$ cat src/rtl/pu_flow_pd_req.sv
// -----------------------------------------------------------------------------
// pu_flow_pd_req
//
// Purpose:
//   Queues local commands for the flow PD memory. Commands are issued one at a
//   time, and each completion is returned to a local consumer. A small FIFO
//   buffers commands. A four-state FSM (IDLE, ISSUE, WAIT, RSP) keeps exactly
//   one request outstanding. It holds the request payload stable until the
//   memory answers, then presents the completion until the consumer accepts it.
//   The memory-select field of every outgoing address is forced to the flow
//   memory code.
//
// Optional feature:
//   PU_FLOW_PD_REQ_TIMEOUT_EN - when defined, an 8-bit watchdog ends the WAIT
//   state after TIMEOUT_CYC cycles without io_ack. The resulting completion
//   has rsp_err=1. When undefined, WAIT ends only on io_ack and rsp_err is
//   always 0.
//
// Command layout (cmd / io_cmd), MSB to LSB:
//   { fid[`PU_FID_NBITS], addr[`PU_ADDR_NBITS], wr, wdata[WIDTH_NBITS] }
//
// Ports:
//   clk          - clock, all logic on rising edge
//   `RESET_SIG   - asynchronous active-low reset (rst_n by default)
//   cmd_valid    - local command present
//   cmd          - command {fid, addr, wr, wdata}
//   cmd_ready    - queue can accept a command (not full)
//   io_req       - single-cycle request pulse to the flow PD memory
//   io_cmd       - request payload, address memory-select forced
//   io_ack       - memory response
//   io_ack_data  - read data, valid with io_ack
//   rsp_valid    - completion available
//   rsp_data     - read data (0 for writes and timeouts)
//   rsp_wr       - completed command was a write
//   rsp_err      - completion caused by timeout
//   rsp_ready    - consumer accepts the completion
//   busy         - queue non-empty or FSM not idle
// -----------------------------------------------------------------------------

`ifndef PU_WIDTH_NBITS
`define PU_WIDTH_NBITS 16
`endif
`ifndef PU_FID_NBITS
`define PU_FID_NBITS 4
`endif
`ifndef PU_ADDR_NBITS
`define PU_ADDR_NBITS 16
`endif
`ifndef PU_MEM_MULTI_DEPTH_RANGE
`define PU_MEM_MULTI_DEPTH_RANGE 15:12
`endif
`ifndef PU_FLOW_MEM
`define PU_FLOW_MEM 4'h3
`endif
`ifndef RESET_SIG
`define RESET_SIG rst_n
`endif

module pu_flow_pd_req #(
    parameter int WIDTH_NBITS  = `PU_WIDTH_NBITS,
    parameter int QDEPTH_NBITS = 2,
    parameter int TIMEOUT_CYC  = 255
) (
    input  logic                                                  clk,
    input  logic                                                  `RESET_SIG,
    input  logic                                                  cmd_valid,
    input  logic [`PU_FID_NBITS+`PU_ADDR_NBITS+WIDTH_NBITS:0]     cmd,
    output logic                                                  cmd_ready,
    output logic                                                  io_req,
    output logic [`PU_FID_NBITS+`PU_ADDR_NBITS+WIDTH_NBITS:0]     io_cmd,
    input  logic                                                  io_ack,
    input  logic [WIDTH_NBITS-1:0]                                io_ack_data,
    output logic                                                  rsp_valid,
    output logic [WIDTH_NBITS-1:0]                                rsp_data,
    output logic                                                  rsp_wr,
    output logic                                                  rsp_err,
    input  logic                                                  rsp_ready,
    output logic                                                  busy
);

    localparam int CMD_NBITS = `PU_FID_NBITS + `PU_ADDR_NBITS + 1 + WIDTH_NBITS;
    localparam int DEPTH     = 1 << QDEPTH_NBITS;
    localparam int WR_BIT    = WIDTH_NBITS;
    localparam int ADDR_LO   = WIDTH_NBITS + 1;
    localparam int ADDR_HI   = ADDR_LO + `PU_ADDR_NBITS - 1;

    typedef enum logic [1:0] {
        ST_IDLE  = 2'd0,
        ST_ISSUE = 2'd1,
        ST_WAIT  = 2'd2,
        ST_RSP   = 2'd3
    } state_t;

    // ---------------------------------------------------------------------
    // Command FIFO
    // ---------------------------------------------------------------------
    logic [CMD_NBITS-1:0]      fifo_mem_r [DEPTH];
    logic [QDEPTH_NBITS-1:0]   wr_ptr_r;
    logic [QDEPTH_NBITS-1:0]   rd_ptr_r;
    logic [QDEPTH_NBITS:0]     count_r;
    logic                      full_s;
    logic                      empty_s;
    logic                      push_s;
    logic                      pop_s;

    assign full_s  = (count_r == (QDEPTH_NBITS+1)'(DEPTH));
    assign empty_s = (count_r == {(QDEPTH_NBITS+1){1'b0}});
    assign push_s  = cmd_valid & ~full_s;

    // FIFO storage, pointers and occupancy; simultaneous push and pop leave count unchanged
    always_ff @(posedge clk or negedge `RESET_SIG) begin
        if (!`RESET_SIG) begin
            for (int i = 0; i < DEPTH; i++) begin
                fifo_mem_r[i] <= {CMD_NBITS{1'b0}};
            end
            wr_ptr_r <= {QDEPTH_NBITS{1'b0}};
            rd_ptr_r <= {QDEPTH_NBITS{1'b0}};
            count_r  <= {(QDEPTH_NBITS+1){1'b0}};
        end else begin
            if (push_s) begin
                fifo_mem_r[wr_ptr_r] <= cmd;
                wr_ptr_r             <= wr_ptr_r + QDEPTH_NBITS'(1);
            end
            if (pop_s) begin
                rd_ptr_r <= rd_ptr_r + QDEPTH_NBITS'(1);
            end
            case ({push_s, pop_s})
                2'b10:   count_r <= count_r + (QDEPTH_NBITS+1)'(1);
                2'b01:   count_r <= count_r - (QDEPTH_NBITS+1)'(1);
                default: count_r <= count_r;
            endcase
        end
    end

    // ---------------------------------------------------------------------
    // Head of queue with the memory-select field forced to the flow memory
    // ---------------------------------------------------------------------
    logic [CMD_NBITS-1:0]      head_raw_s;
    logic [`PU_ADDR_NBITS-1:0] head_addr_s;
    logic [CMD_NBITS-1:0]      head_s;

    // Rebuild the head command around the re-targeted address
    always_comb begin
        head_raw_s                            = fifo_mem_r[rd_ptr_r];
        head_addr_s                           = head_raw_s[ADDR_HI:ADDR_LO];
        head_addr_s[`PU_MEM_MULTI_DEPTH_RANGE] = `PU_FLOW_MEM;
        head_s = {head_raw_s[CMD_NBITS-1:ADDR_HI+1], head_addr_s, head_raw_s[ADDR_LO-1:0]};
    end

    // ---------------------------------------------------------------------
    // FSM
    // ---------------------------------------------------------------------
    state_t state_r;
    state_t state_nxt_s;
    logic   timeout_s;

`ifdef PU_FLOW_PD_REQ_TIMEOUT_EN
    localparam logic [7:0] TO_LAST = 8'(TIMEOUT_CYC - 1);
    logic [7:0] to_cnt_r;

    // The counter reads k-1 in the k-th WAIT cycle, so timeout_s fires in cycle TIMEOUT_CYC
    assign timeout_s = (state_r == ST_WAIT) && (to_cnt_r == TO_LAST);

    // Watchdog: zero outside WAIT, counting every WAIT cycle
    always_ff @(posedge clk or negedge `RESET_SIG) begin
        if (!`RESET_SIG) begin
            to_cnt_r <= 8'd0;
        end else if (state_r == ST_WAIT) begin
            to_cnt_r <= to_cnt_r + 8'd1;
        end else begin
            to_cnt_r <= 8'd0;
        end
    end
`else
    // TIMEOUT_CYC has no effect without the watchdog; both branches are identical
    if (TIMEOUT_CYC > 0) begin : g_no_timeout
        assign timeout_s = 1'b0;
    end else begin : g_no_timeout_zero
        assign timeout_s = 1'b0;
    end
`endif

    // FSM state register
    always_ff @(posedge clk or negedge `RESET_SIG) begin
        if (!`RESET_SIG) begin
            state_r <= ST_IDLE;
        end else begin
            state_r <= state_nxt_s;
        end
    end

    // Next-state logic and queue pop
    always_comb begin
        state_nxt_s = state_r;
        pop_s       = 1'b0;
        case (state_r)
            ST_IDLE: begin
                if (!empty_s) begin
                    state_nxt_s = ST_ISSUE;
                    pop_s       = 1'b1;
                end else begin
                    state_nxt_s = ST_IDLE;
                end
            end
            ST_ISSUE: begin
                state_nxt_s = ST_WAIT;
            end
            ST_WAIT: begin
                // io_ack also covers the same-cycle timeout case, so ack wins
                if (io_ack || timeout_s) begin
                    state_nxt_s = ST_RSP;
                end else begin
                    state_nxt_s = ST_WAIT;
                end
            end
            ST_RSP: begin
                if (rsp_ready) begin
                    state_nxt_s = ST_IDLE;
                end else begin
                    state_nxt_s = ST_RSP;
                end
            end
            default: begin
                state_nxt_s = ST_IDLE;
            end
        endcase
    end

    // ---------------------------------------------------------------------
    // Registered outputs
    // ---------------------------------------------------------------------
    logic                  io_req_r;
    logic [CMD_NBITS-1:0]  io_cmd_r;
    logic                  rsp_valid_r;
    logic [WIDTH_NBITS-1:0] rsp_data_r;
    logic                  rsp_wr_r;
    logic                  rsp_err_r;

    // Request pulse, payload hold register and completion registers
    always_ff @(posedge clk or negedge `RESET_SIG) begin
        if (!`RESET_SIG) begin
            io_req_r    <= 1'b0;
            io_cmd_r    <= {CMD_NBITS{1'b0}};
            rsp_valid_r <= 1'b0;
            rsp_data_r  <= {WIDTH_NBITS{1'b0}};
            rsp_wr_r    <= 1'b0;
            rsp_err_r   <= 1'b0;
        end else begin
            // High only during the single ISSUE cycle
            io_req_r <= (state_nxt_s == ST_ISSUE);
            // Payload is loaded only on pop, so it stays stable through ISSUE and WAIT
            if (pop_s) begin
                io_cmd_r <= head_s;
            end
            if ((state_r == ST_WAIT) && (state_nxt_s == ST_RSP)) begin
                rsp_valid_r <= 1'b1;
                rsp_wr_r    <= io_cmd_r[WR_BIT];
                if (io_ack) begin
                    rsp_err_r  <= 1'b0;
                    rsp_data_r <= io_cmd_r[WR_BIT] ? {WIDTH_NBITS{1'b0}} : io_ack_data;
                end else begin
                    rsp_err_r  <= 1'b1;
                    rsp_data_r <= {WIDTH_NBITS{1'b0}};
                end
            end else if ((state_r == ST_RSP) && (state_nxt_s == ST_IDLE)) begin
                rsp_valid_r <= 1'b0;
                rsp_data_r  <= {WIDTH_NBITS{1'b0}};
                rsp_wr_r    <= 1'b0;
                rsp_err_r   <= 1'b0;
            end
        end
    end

    assign cmd_ready = ~full_s;
    assign io_req    = io_req_r;
    assign io_cmd    = io_cmd_r;
    assign rsp_valid = rsp_valid_r;
    assign rsp_data  = rsp_data_r;
    assign rsp_wr    = rsp_wr_r;
    assign rsp_err   = rsp_err_r;
    assign busy      = ~empty_s | (state_r != ST_IDLE);

endmodule
$ cat config.mk
export PLATFORM = sky130hd
export DESIGN_NAME = pu_flow_pd_req
export DESIGN_NICKNAME = d
export VERILOG_FILES = /design/src/rtl/pu_flow_pd_req.sv
export SDC_FILE = /design/constraint.sdc
export NUM_CORES = 1
export LEC_CHECK = 0
export BUFFER_PORTS_ARGS = -buffer_cell sky130_fd_sc_hd__buf_2
export CAP_MARGIN = 20
export CORE_MARGIN = 1.5
export CORE_UTILIZATION = 23
export DETAILED_ROUTE_END_ITERATION = 6
export GPL_ROUTABILITY_DRIVEN = 0
export PLACE_DENSITY = 0.45
export RECOVER_POWER = 50
export SETUP_SLACK_MARGIN = 0.4
export SYNTH_ARGS = -nofsm -noshare
export SYNTH_HDL_FRONTEND = slang
export SYNTH_SLANG_ARGS = --single-unit
$ cat constraint.sdc
create_clock -name clk -period 4.2 [get_ports clk]
set_clock_uncertainty 0.15 [all_clocks]
set_input_delay 0.42 -clock clk [delete_from_list [all_inputs] [get_ports clk]]
set_output_delay 0.42 -clock clk [all_outputs]
set_load 0.005 [all_outputs]
==> flow_metrics.env <==
export IMPL_status="complete, no violations"
export IMPL_synthSimpleGateAreaFrac=0.0211
export IMPL_die_area_um2=39000
export IMPL_critical_path_required_ps=4380
export IMPL_drtIter0Drc=113
export IMPL_yosysMostFrequentCell="dfrtp_1"
export IMPL_r2r_slack_ps=1570
export IMPL_cp_top_family="simple AND/OR/NAND/NOR gates"
export IMPL_switchingPower_uw=2450
export IMPL_fin_crit_sh=0.626
export IMPL_globalRoute_totalOverflow=0
export IMPL_cap_violations=0
export IMPL_hold_viol=0
export IMPL_ios=117
export IMPL_die_h_um=198
export IMPL_worstSkewPairLatency_ps=440
export IMPL_max_freq_mhz=380
export IMPL_routed_wl_mm=18.8
export IMPL_cp_num_cells=5
export IMPL_worst_slew_pin_slew_ps=850
export IMPL_htreeDepth=4
export IMPL_async_flop_share=1.00
export IMPL_setup_viol=0
export IMPL_startpoint="state_r[0]$_DFF_PN0_"
export IMPL_grt_pass1_vias=4839
export IMPL_min_path_type="in -> reg"
export IMPL_synth_compound_area_frac=0.0203
export IMPL_initial_utilization=0.232
export IMPL_synthCells=493
export IMPL_arrival_ps=2810
export IMPL_synthTopCellsByCount="195 x dfrtp_1, 89 x mux2_4, 78 x mux2_2, 33 x mux4_2, 16 x a22o_1"
export IMPL_cts_max_path_buffers=2
export IMPL_cts_buffers=17
export IMPL_tns_ps=0
export IMPL_n_fill_cell=3870
export IMPL_cts_tree="yes"
export IMPL_worst_r2r_cell_count=5
export IMPL_vias_per_cell=4.00
export IMPL_placementRows=71
export IMPL_post_route_drc_count=0
export IMPL_synth_area_top_cells="dfrtp_1 56%, mux2_4 15%, mux2_2 10%, mux4_2 8.5%, a22o_1 1.6%"
export IMPL_areaGrowthSynthToFinish_pct=17.5
export IMPL_synth_fa_ha_area_frac=0.00948
export IMPL_synth_edff_count=0
export IMPL_yosysWarnings=0
export IMPL_crit_fanout=33
export IMPL_grt_max_degree=93
export IMPL_core_area_um2=37500
export IMPL_path_cells="nor2_1, nand2_1, inv_4, buf_4, mux2_2"
export IMPL_r2r_start="state_r[0]$_DFF_PN0_"
export IMPL_pwr_share_comb=0.366
export IMPL_synth_seq_cells=195
export IMPL_post_synth_cell_area_avg_um2=17.7
export IMPL_p_leak_uw=0.00458
export IMPL_totalPowerFinal_uw=8370
export IMPL_fin_util=0.273
export IMPL_nets=663
export IMPL_grt_pass1_wl_mm=29.6
export IMPL_track_usage=0.103
export IMPL_fin_crit_ps=2630
export IMPL_seq_area_frac_synth=0.560
export IMPL_clkPwrFrac=0.214
export IMPL_clk_pin_slew_ps=70
export IMPL_die_w_um=198
export IMPL_p_int_uw=5910
export IMPL_synth_main_ff_cell="dfrtp_1"
export IMPL_powerDensity_nw_per_um2=818
export IMPL_swShare=0.293
export IMPL_vias=4488
export IMPL_r2r_end="io_cmd[36]$_DFFE_PN0P_"
export IMPL_slew_headroom=0.433
export IMPL_p_seq_frac=0.419
export IMPL_critPathSlowestCell="buf_4"
export IMPL_grt_antenna_before_repair=1
export IMPL_crit_type="reg -> reg"
export IMPL_ant_nets=0
export IMPL_drtPass1Iterations=4
export IMPL_drv_slew=0
export IMPL_holdWs_ps=48.0
export IMPL_cts_root_buf="clkbuf_16"
export IMPL_rsz0062_at_grt="false"
export IMPL_syn_area_um2=8710
export IMPL_cts_sinks=195
export IMPL_crit_end="io_cmd[36]$_DFFE_PN0P_"
export IMPL_wl_per_cell_um=16.7
export IMPL_hpwl_mm=10.6
export IMPL_synth_largest_area_cell="dfrtp_1"
export IMPL_synth_top_family_by_area="multiplexers"
export IMPL_synth_top_area_frac=0.560
export IMPL_crit_path_start_kind="flop"
export IMPL_irDropWorstVdd_mv=0.266
export IMPL_cpPeakStageDelay_ps=620
export IMPL_crit_buf_inv=2
export IMPL_synth_mux_area_frac=0.340
export IMPL_ys_types=34
export IMPL_drive_gt1_frac=0.520
export IMPL_end_kind="flop"
export IMPL_port_buffer_count=110
export IMPL_synth_xor_area_share=0.00603
[cells in the final DEF (no fill, tap or decap), drive strengths merged, types with 2 or more instances in the layout]
cell type / n
nand3: 5
conb: 2
bufinv: 4
a22o: 16
nor2b: 3
clkbuf: 56
nor2: 3
mux2: 167
nor3: 2
mux4: 33
dfrtp: 195
inv: 6
ha: 5
xnor2: 5
o21ai: 5
clkinv: 5
nand2: 7
and2: 2
buf: 81
[worst reg2reg max path: stages, from the launching register on]
cell and delay [ps]:
dfrtp_1 450, nor2_1 390, nand2_1 360, inv_4 120, buf_4 620, mux2_2 430
[metal layers]
| metal | global-route usage | routed length, um |
|---|---|---|
| met5 | 0 | 0 |
| met1 | 0.141 | 9370 |
| met2 | 0.153 | 8260 |
| met4 | 0.0322 | 221 |
| met3 | 0.0328 | 958 |
[worst min-delay path by stage]
stage / startpoint / to / slack [ps] / depth (start not counted)
finish: io_ack_data[15] / rsp_data[15]$_DFFE_PN0P_ / 50 / 2
global route: io_ack_data[10] / rsp_data[10]$_DFFE_PN0P_ / 10 / 2
CTS: io_ack_data[2] / rsp_data[2]$_DFFE_PN0P_ / 8 / 2
detailed placement: rsp_err$_DFFE_PN0P_ / rsp_err$_DFFE_PN0P_ / 320 / 1
global placement: rsp_err$_DFFE_PN0P_ / rsp_err$_DFFE_PN0P_ / 310 / 1
floorplan: rst_n / count_r[0]$_DFFE_PN0P_ / -30 / 0
[cell type report]
class	count	area, um^2	share of cell area
flip-flops and latches	195	4880	0.477
multi-input cells	263	3460	0.338
well taps	511	639	0.0625
repair buffers	117	581	0.0568
clock buffers	21	470	0.0460
clock inverters	10	173	0.0169
inverters	5	21.3	0.00208
diodes	1	2.50	0.000245
[stage by stage]
stage | instance area [um^2] | cells | setup slack (ps)
6_report | 10200 | 1123 | 1570
5_1_grt | 10200 | 1122 | 1330
4_1_cts | 10300 | 1122 | 1550
3_5_place_dp | 9620 | 1090 | 1560
3_3_place_gp | 9620 | 1090 | 1560
2_1_floorplan | 8710 | 494 | 1870
[sequential cells by signal, indices dropped and copies added, names as in the netlist, 2 cells and up]
signal,cells
io_cmd,34
count_r,3
rd_ptr_r,2
wr_ptr_r,2
fifo_mem_r,132
state_r,2
rsp_data,16
[power groups by stage]
| stage | logic [uW] | clock network, uW | registers, uW |
|---|---|---|---|
| 6_report | 3070 | 1790 | 3510 |
| 5_1_grt | 3350 | 1940 | 3670 |
| 4_1_cts | 3190 | 1870 | 3530 |
| 3_5_place_dp | 3190 | 0 | 3550 |
| 3_3_place_gp | 3150 | 0 | 3550 |
| 2_1_floorplan | 2690 | 0 | 3250 |
[repair_timing]
item                                   4_1_cts  5_1_grt
endpoints found under the hold margin       90        0
hold buffers                                 1        0
gates resized for setup                      0        0
buffers inserted                             0        0
[kinds of logic (layout without fill, tap and decap cells)]
| kind of cell | count (synthesis) | count (layout) |
|---|---|---|
| multiplexers | 200 | 200 |
| flip-flops | 195 | 195 |
| buffers and inverters | 36 | 153 |
| AND/OR/NAND/NOR | 26 | 26 |
| AO/OA/AOI/OAI | 23 | 23 |
| adder cells (fa/ha/maj) | 6 | 6 |
| XOR/XNOR | 6 | 6 |
| other | 1 | 3 |
(Power assumes the default switching activity.)
